===== src/rtl/axis_pattern_tx.sv =====
// axis_pattern_tx: stream master that emits framed packets of an incrementing payload.
// data_o[DATA_WIDTH-1] flags the last beat of each packet; the lower bits carry the payload.
// Optional feature: define AXIS_TX_THROTTLE_EN to insert LFSR-driven bubbles before new beats.
module axis_pattern_tx #(
  parameter int DATA_WIDTH = 9,
  parameter int LEN_WIDTH  = 8,
  parameter int CNT_WIDTH  = 16,
  parameter int GAP_CYCLES = 2
) (
  input  logic                  aclk,
  input  logic                  areset,
  input  logic                  start_i,
  input  logic [LEN_WIDTH-1:0]  pkt_len_i,
  input  logic [CNT_WIDTH-1:0]  num_pkts_i,
  input  logic [DATA_WIDTH-2:0] seed_i,
  output logic [DATA_WIDTH-1:0] data_o,
  output logic                  valid_o,
  input  logic                  ready_o,
  output logic                  busy_o,
  output logic                  done_o,
  output logic [CNT_WIDTH-1:0]  pkt_cnt_o
);

  localparam int PW = DATA_WIDTH - 1;
  localparam int GW = (GAP_CYCLES > 1) ? $clog2(GAP_CYCLES) : 1;

  typedef enum logic [1:0] {S_IDLE, S_SEND, S_GAP, S_DONE} state_t;

  state_t                state_q, state_d;
  logic                  valid_q, valid_d;
  logic [DATA_WIDTH-1:0] data_q, data_d;
  logic                  busy_q, busy_d;
  logic                  done_q, done_d;
  logic [CNT_WIDTH-1:0]  pkt_cnt_q, pkt_cnt_d;
  logic [LEN_WIDTH-1:0]  len_q, len_d;
  logic [CNT_WIDTH-1:0]  num_q, num_d;
  logic [PW-1:0]         pay_q, pay_d;
  logic [LEN_WIDTH-1:0]  beat_q, beat_d;
  logic [GW-1:0]         gap_q, gap_d;
  logic                  bubble;

`ifdef AXIS_TX_THROTTLE_EN
  logic [7:0] lfsr_q, lfsr_d;

  // Free-running x^8+x^6+x^5+x^4+1 Fibonacci LFSR; bit 0 requests a bubble
  always_comb begin
    lfsr_d = {lfsr_q[6:0], lfsr_q[7] ^ lfsr_q[5] ^ lfsr_q[4] ^ lfsr_q[3]};
    bubble = lfsr_q[0];
  end

  // LFSR state register
  always_ff @(posedge aclk) begin
    if (areset) lfsr_q <= 8'hA5;
    else        lfsr_q <= lfsr_d;
  end
`else
  // No throttling: a new beat is always presented as soon as possible
  always_comb bubble = 1'b0;
`endif

  // Next-state logic: beats are loaded into the output register only when a "present" is requested
  always_comb begin
    logic xfer, last_pkt, eop_next, present;
    state_d   = state_q;
    valid_d   = valid_q;
    data_d    = data_q;
    busy_d    = busy_q;
    done_d    = 1'b0;
    pkt_cnt_d = pkt_cnt_q;
    len_d     = len_q;
    num_d     = num_q;
    pay_d     = pay_q;
    beat_d    = beat_q;
    gap_d     = gap_q;
    present   = 1'b0;
    xfer      = valid_q && ready_o;
    last_pkt  = (pkt_cnt_q + 1'b1) == num_q;
    eop_next  = beat_q == (len_q - 1'b1);
    case (state_q)
      S_IDLE: begin
        valid_d = 1'b0;
        if (start_i) begin
          len_d     = pkt_len_i;
          num_d     = num_pkts_i;
          pay_d     = seed_i;
          beat_d    = '0;
          pkt_cnt_d = '0;
          if (pkt_len_i != '0 && num_pkts_i != '0) begin
            state_d = S_SEND;
            busy_d  = 1'b1;
          end else begin
            state_d = S_DONE;
            busy_d  = 1'b0;
            done_d  = 1'b1;
          end
        end
      end
      S_SEND: begin
        if (xfer) begin
          if (data_q[DATA_WIDTH-1]) begin
            pkt_cnt_d = pkt_cnt_q + 1'b1;
            if (last_pkt) begin
              state_d = S_DONE;
              valid_d = 1'b0;
              busy_d  = 1'b0;
              done_d  = 1'b1;
            end else if (GAP_CYCLES == 0) begin
              present = 1'b1;
            end else begin
              state_d = S_GAP;
              valid_d = 1'b0;
              gap_d   = '0;
            end
          end else begin
            present = 1'b1;
          end
        end else if (!valid_q) begin
          present = 1'b1;
        end
      end
      S_GAP: begin
        // The final gap cycle already loads the next beat so the idle count is exact
        if (gap_q == GW'(GAP_CYCLES - 1)) begin
          state_d = S_SEND;
          present = 1'b1;
        end else begin
          gap_d = gap_q + 1'b1;
        end
      end
      S_DONE: begin
        state_d = S_IDLE;
      end
      default: state_d = S_IDLE;
    endcase
    if (present) begin
      if (bubble) begin
        valid_d = 1'b0;
      end else begin
        valid_d = 1'b1;
        data_d  = {eop_next, pay_q};
        pay_d   = pay_q + 1'b1;
        beat_d  = eop_next ? '0 : beat_q + 1'b1;
      end
    end
  end

  // State and registered outputs; reset aborts any run in progress
  always_ff @(posedge aclk) begin
    if (areset) begin
      state_q   <= S_IDLE;
      valid_q   <= 1'b0;
      data_q    <= '0;
      busy_q    <= 1'b0;
      done_q    <= 1'b0;
      pkt_cnt_q <= '0;
      len_q     <= '0;
      num_q     <= '0;
      pay_q     <= '0;
      beat_q    <= '0;
      gap_q     <= '0;
    end else begin
      state_q   <= state_d;
      valid_q   <= valid_d;
      data_q    <= data_d;
      busy_q    <= busy_d;
      done_q    <= done_d;
      pkt_cnt_q <= pkt_cnt_d;
      len_q     <= len_d;
      num_q     <= num_d;
      pay_q     <= pay_d;
      beat_q    <= beat_d;
      gap_q     <= gap_d;
    end
  end

  assign data_o    = data_q;
  assign valid_o   = valid_q;
  assign busy_o    = busy_q;
  assign done_o    = done_q;
  assign pkt_cnt_o = pkt_cnt_q;

endmodule


===== config.mk =====
export PLATFORM = sky130hd
export DESIGN_NAME = axis_pattern_tx
export DESIGN_NICKNAME = d
export VERILOG_FILES = /design/src/rtl/axis_pattern_tx.sv
export SDC_FILE = /design/constraint.sdc
export NUM_CORES = 1
export LEC_CHECK = 0
export BUFFER_PORTS_ARGS = -buffer_cell sky130_fd_sc_hd__buf_2
export CORE_MARGIN = 2
export CORE_UTILIZATION = 55
export DETAILED_ROUTE_END_ITERATION = 10
export PLACE_DENSITY = 0.8
export SYNTH_ARGS = -nofsm -noshare
export SYNTH_HDL_FRONTEND = slang
export SYNTH_SLANG_ARGS = --single-unit

===== constraint.sdc =====
create_clock -name aclk -period 2.9 [get_ports aclk]
set_clock_uncertainty 0.15 [all_clocks]
set_input_delay 0 -clock aclk [delete_from_list [all_inputs] [get_ports aclk]]
set_output_delay 0 -clock aclk [all_outputs]
set_load 0.005 [all_outputs]

==> results of run 1 <==
[area by class of cell]
class / count / share of cell area (%)
Clock buffer: 9 / 2.56
Timing Repair Buffer: 104 / 14.6
Sequential cell: 71 / 29.4
Tap cell: 96 / 2.49
Clock inverter: 6 / 1.30
Inverter: 11 / 0.855
Multi-Input combinational cell: 409 / 48.8
[through the flow]
stage / util, % / total power (W) / instance area, sq um / std cells
3_5_place_dp: 62.9 / 0.00244 / 4320 / 659
2_1_floorplan: - / 0.00209 / 3940 / 520
6_report: 70.3 / 0.00326 / 4830 / 706
4_1_cts: 70.3 / 0.00324 / 4830 / 706
3_3_place_gp: 62.9 / 0.00241 / 4320 / 659
5_1_grt: 70.3 / 0.00347 / 4830 / 706
[critical path: cells and delay by family, from the launching register on]
family                   cells  cell delay [ps]
AO/OA/AOI/OAI                2              420
adder cells (fa/ha/maj)      1              310
XOR/XNOR                     1              190
flip-flops                   1              470
AND/OR/NAND/NOR              4              870
[metal layers]
metal	GRT usage, %	wire (um)	vias up
met2	48.2	5090	120
met5	0	0	-
met4	9.92	212	0
li1	-	-	1990
met3	5.22	386	23
met1	33.5	4710	1908
[where the power goes]
group	switching, W	leakage [nW]	internal (W)	total (W)
sequential	0.000137	0.578	0.00110	0.00124
clock	0.000385	0.0871	0.000389	0.000774
combinational	0.000760	1.25	0.000487	0.00125
total	0.00128	1.91	0.00198	0.00326
[cell usage after synthesis (9+ instances only)]
cell,n
dfxtp_1,71
clkbuf_1,16
nor3_1,17
nand2_1,100
nand3_1,16
nand2b_1,12
a21oi_1,69
nor3b_1,9
nor2_1,40
a31oi_1,10
xnor2_1,22
inv_1,10
o21ai_0,20
[sequential cells by signal, summed over array words and instances, names as in the netlist, 2 cells and up]
name / count
beat_q: 8
data_o: 9
len_q: 8
num_q: 16
pay_q: 8
pkt_cnt_o: 16
state_q: 2
[final timing paths]
kind                                                start                      to  slack, ps  cells past startpoint
worst max-delay path            pkt_cnt_o[0]$_SDFFE_PP0P_      gap_q$_SDFFE_PP0P_        320                      8
worst max register to register  pkt_cnt_o[0]$_SDFFE_PP0P_      gap_q$_SDFFE_PP0P_        320                      8
worst min-delay path                              ready_o    valid_o$_SDFFE_PP0P_         30                      4
worst min register to register     data_o[3]$_SDFFE_PP0P_  data_o[3]$_SDFFE_PP0P_        300                      2
[cells by family after synthesis]
kind of cell	Yosys count
AND/OR/NAND/NOR	239
AO/OA/AOI/OAI	132
flip-flops	71
buffers and inverters	40
XOR/XNOR	29
adder cells (fa/ha/maj)	7
multiplexers	2
[timing repair]
action,CTS,global route
resized for setup,0,0
hold buffers,32,0
endpoints found under the hold margin,32,0
==> impl_metrics.csv, run 1 <==
group,metric,value,unit
status,status,"complete, no violations",
critical_path,slowest_delay,470,ps
critical_path,worstPathArrival,2620,ps
min_path,hp-class,"in -> reg",
critical_path,cp-end-kind,"register",
timing,max_clock_freq,0.388,GHz
critical_path,start_kind,"register",
timing,tns,0,ps
timing,setup_viol,0,
final_layout,final_cell_mix,"nand2_1, dfxtp_1, a21oi_1",
yosys,netlist.area_leader.share,36.1,%
yosys,synth_edf_count,0,
place,io_buffers,63,
cts,htree_num_levels,3,
cts,cts_tree,"yes",
route,drt-initial-drc-count,199,
timing,layout_min_cycle_time,2580,ps
place,dp_slack,399,ps
global_routing,antenna_found_initial,0,
critical_path,worstPathRequired,2950,ps
yosys,synth_area_leaders,"dfxtp_1, nand2_1, a21oi_1, xnor2_1, nor2_1",
timing,hold_viol_final,0,
floorplanning,initial_core_util,57.4,%
critical_path,critical_path.max_fanout,7,
timing,finalWorstSetupSlack,323,ps
final_layout,seq_area,1420,sq um
yosys,synthFlopType,"dfxtp_1",
route,ant_nets,0,
floorplanning,core,6870,sq um
critical_path,crit_chain,"ha_1, and3_1, nand3_2, xnor2_1, nand4_1, a211oi_2, and3_1, o41ai_2",
critical_path,critical_path_class,"reg -> reg",
timing,rsz0062_at_grt,"no",
yosys,ys_async_sr_fraction,0,%
flow_run,maxCapViolCount,0,
timing,max_slew_margin,37.2,%
cts,cts.sinks,71,
timing,post-route-period-util,88.9,%
yosys,syn-instance-count,520,
route,wirelength,10400,um
power_and_ir_drop,power_leakage,1.91,nW
yosys,synthSimpleGateAreaFrac,30.4,%
route,drt_pass1_iterations,5,
yosys,synth_fa_ha_area_share,2.22,%
floorplanning,die_h,88.7,um
yosys,synth_top_area_cell,"dfxtp_1",
yosys,synth-seq-area-share,36.1,%
critical_path,crit_slowest_cell,"dfxtp_1",
floorplanning,die_w,88.7,um
yosys,synth_top_family_by_area,"simple AND/OR/NAND/NOR gates",
yosys,synth_compound_area_share,20.2,%
cts,cts.path.max_buffers,2,
global_routing,grt_pass1_wl,17000,um
final_layout,syn2layout_area_growth,22.5,%
final_layout,layout.nets,649,
global_routing,grt_usage,27.5,%
cts,cts_setup_buffers,0,
critical_path,critPathMostFrequentCell,"and3_1",
floorplanning,std_cell_rows,30,
cts,worstSkewPairLatency,340,ps
route,drc,0,
route,num_vias,4041,
final_layout,final_common_cell,"nand2_1",
timing,drv_slew,0,
yosys,syn_nets,563,
floorplanning,boundaryPins,64,
global_routing,grt_pass1_vias,3807,
yosys,synth.ff_latch_count,71,
yosys,syn_area_per_cell,7.58,sq um
yosys,yosysWarnings,0,
yosys,syn_area,3940,sq um
floorplanning,dieArea,7860,sq um
cts,numCtsBuffers,9,
route,post_drt_via_cell_ratio,5.72,
place,place.gp.congestion,0.910,
yosys,ys_types,55,
cts,path_clk_slew,80,ps
power_and_ir_drop,ir_drop,0.444,mV
yosys,synth_xor_area_share,6.44,%
global_routing,grt_max_degree,51,
final_layout,layout-drive-gt1-share,17.0,%
final_layout,multi_input_area,2360,sq um
timing,whs,26.6,ps
final_layout,diodes,0,
final_layout,fill_cells,581,
route,routedWlPerCell,14.7,um
yosys,synth_mux_area_share,0.508,%
global_routing,grt_overflow_total,0,
place,hpwl,6950,um
timing,worstMarginPinSlew,942,ps
power_and_ir_drop,power.density,675,nW/um^2
cts,cts_root_buffer,"clkbuf_8",
Power figures use the tool's default switching activity.
==> run 2, diff against run 1 <==
CORE_UTILIZATION = 51   (was 55)
PLACE_DENSITY = 0.78   (was 0.8)
clock period = 2.2 ns   (was 2.9 ns; I/O delays follow)
==> run 2 against run 1 <==
  * The run now ends with negative setup slack left
  * Largest power group unchanged
  * Critical path depth is 2 higher
  * Worst hold slack worse by 20 ps
  * Clock-buffer cell count is 3 higher
  * Wire length is 5.9% higher
  * Combinational power is 54% higher
  * Via count is 4.6% higher
  * Largest cell class unchanged
  * Non-clock buffer count is 32 higher
  * Global-route usage is 1.6 points lower
  * Sequential share of layout area is 2.0 points lower
  * Critical endpoint is now beat_q[5]$_SDFFE_PP0P_
==> impl_metrics.csv, run 2 (synthesis gave the netlist of run 1 again) <==
group,metric,value,unit
floorplanning,std_cell_rows,32,
final_layout,layout-drive-gt1-share,26.6,%
route,routedWlPerCell,14.8,um
cts,cts_root_buffer,"clkbuf_8",
place,dp_slack,21.2,ps
cts,cts.path.max_buffers,2,
timing,max_slew_margin,66.8,%
critical_path,worstPathArrival,2320,ps
global_routing,grt_overflow_total,0,
floorplanning,die_w,91.9,um
critical_path,critical_path_class,"reg -> reg",
critical_path,r2r_end,"beat_q[5]$_SDFFE_PP0P_",
global_routing,grt_max_degree,25,
min_path,min_path_cells,4,
final_layout,final_cell_mix,"nand2_1, a21oi_1, buf_2",
route,drt_pass1_iterations,6,
route,drc,0,
route,ant_nets,0,
place,io_buffers,63,
timing,worstMarginPinSlew,494,ps
status,violations,"negative setup slack",
timing,whs,7.01,ps
timing,drv_slew,0,
final_layout,fin_area,5250,sq um
flow_run,maxCapViolCount,0,
final_layout,fin_util,68.9,%
route,wirelength,11000,um
final_layout,final_common_cell,"nand2_1",
timing,hold_viol_final,0,
floorplanning,boundaryPins,64,
power_and_ir_drop,power.density,850,nW/um^2
cts,numCtsBuffers,9,
power_and_ir_drop,power_leakage,2.10,nW
critical_path,start_kind,"register",
global_routing,antenna_found_initial,0,
min_path,min_to,"valid_o$_SDFFE_PP0P_",
timing,setup_viol,1,
min_path,hold_start,"ready_o",
critical_path,reg2regPathDepth,10,
timing,max_clock_freq,0.445,GHz
critical_path,r2r-start,"len_q[1]$_SDFFE_PP0P_",
floorplanning,die_h,91.9,um
route,num_vias,4228,
critical_path,critical_path.max_fanout,7,
global_routing,grt_pass1_vias,3979,
cts,cts.sinks,71,
place,placed_area,4530,sq um
final_layout,diodes,0,
place,place.gp.congestion,0.892,
timing,finalWorstSetupSlack,-44.9,ps
place,hpwl,7500,um
critical_path,reg2reg_slack,-40,ps
power_and_ir_drop,ir_drop,0.551,mV
critical_path,worstPathRequired,2280,ps
cts,cts_tree,"yes",
floorplanning,core,7610,sq um
final_layout,syn2layout_area_growth,33.1,%
global_routing,grt_usage,25.9,%
timing,rsz0062_at_grt,"yes",
global_routing,grt_pass1_wl,17800,um
floorplanning,initial_core_util,51.8,%
timing,layout_min_cycle_time,2240,ps
floorplanning,dieArea,8450,sq um
route,drt-initial-drc-count,281,
timing,post-route-period-util,102,%
cts,worstSkewPairLatency,360,ps
status,status,"finished with violations",
cts,htree_num_levels,3,
route,post_drt_via_cell_ratio,5.68,
critical_path,startpoint,"len_q[1]$_SDFFE_PP0P_",
final_layout,layout.nets,681,
min_path,hp-class,"in -> reg",
cts,path_clk_slew,80,ps
final_layout,multi_input_area,2510,sq um
final_layout,seq_area,1440,sq um
final_layout,fill_cells,609,
critical_path,cp-end-kind,"register",
run 2: changes by cell type in the layout (fill, tap and decap cells not counted), sizes merged:
cell and change:
dlygate4sd3 +1, bufinv -1, buf +31, clkinv -1, clkinvlp -1, clkbuf +3
run 2: worst max path at each step:
stage	endpoint	slack (ps)	cells past startpoint
2_1_floorplan	beat_q[5]$_SDFFE_PP0P_	50	11
3_3_place_gp	beat_q[1]$_SDFFE_PP0P_	100	10
3_5_place_dp	beat_q[1]$_SDFFE_PP0P_	20	10
4_1_cts	beat_q[2]$_SDFFE_PP0P_	20	10
5_1_grt	beat_q[5]$_SDFFE_PP0P_	-150	10
6_report	beat_q[5]$_SDFFE_PP0P_	-40	10
run 2: cell type report:
cell class,count,share of cell area [%]
Multi-Input combinational cell,409,47.9
Sequential cell,71,27.4
Timing Repair Buffer,136,18.3
Clock buffer,12,2.77
Tap cell,102,2.43
Inverter,11,0.787
Clock inverter,3,0.382
run 2: stage by stage:
stage / TNS, ps / power, W / instances
2_1_floorplan: 0 / 0.00276 / 520
3_3_place_gp: 0 / 0.00325 / 690
3_5_place_dp: 0 / 0.00331 / 690
4_1_cts: 0 / 0.00426 / 738
5_1_grt: -529 / 0.00478 / 744
6_report: -44.9 / 0.00446 / 744
run 2: power by group:
| group | switching [W] | internal, W | leakage, nW | total, W |
|---|---|---|---|---|
| clock network | 0.000479 | 0.000432 | 0.0785 | 0.000911 |
| logic | 0.00112 | 0.000800 | 1.44 | 0.00192 |
| registers | 0.000168 | 0.00146 | 0.583 | 0.00163 |
| total | 0.00177 | 0.00269 | 2.10 | 0.00446 |
run 2: timing repair:
| item | 4_1_cts | 5_1_grt |
|---|---|---|
| hold buffers | 33 | 0 |
| buffers inserted | 0 | 7 |
| gates resized for setup | 1 | 47 |
| pin swaps | 0 | 22 |
| setup endpoints to repair | 1 | 30 |
| hold endpoints to repair | 43 | 0 |
run 2: worst max-delay path, stage by stage, from the launching register on:
cell and delay [ps]:
dfxtp_2 340, inv_2 40, ha_4 250, xor2_1 140, o211ai_1 100, a211o_1 270, nor3_4 270, a211oi_4 110
buf_6 160, a21oi_1 190, a31oi_1 90
run 2: routing by layer:
layer,GRT usage (%),wire [um]
met1,32.0,4770
met2,43.8,5360
met3,5.01,550
met4,11.4,327
met5,0,0
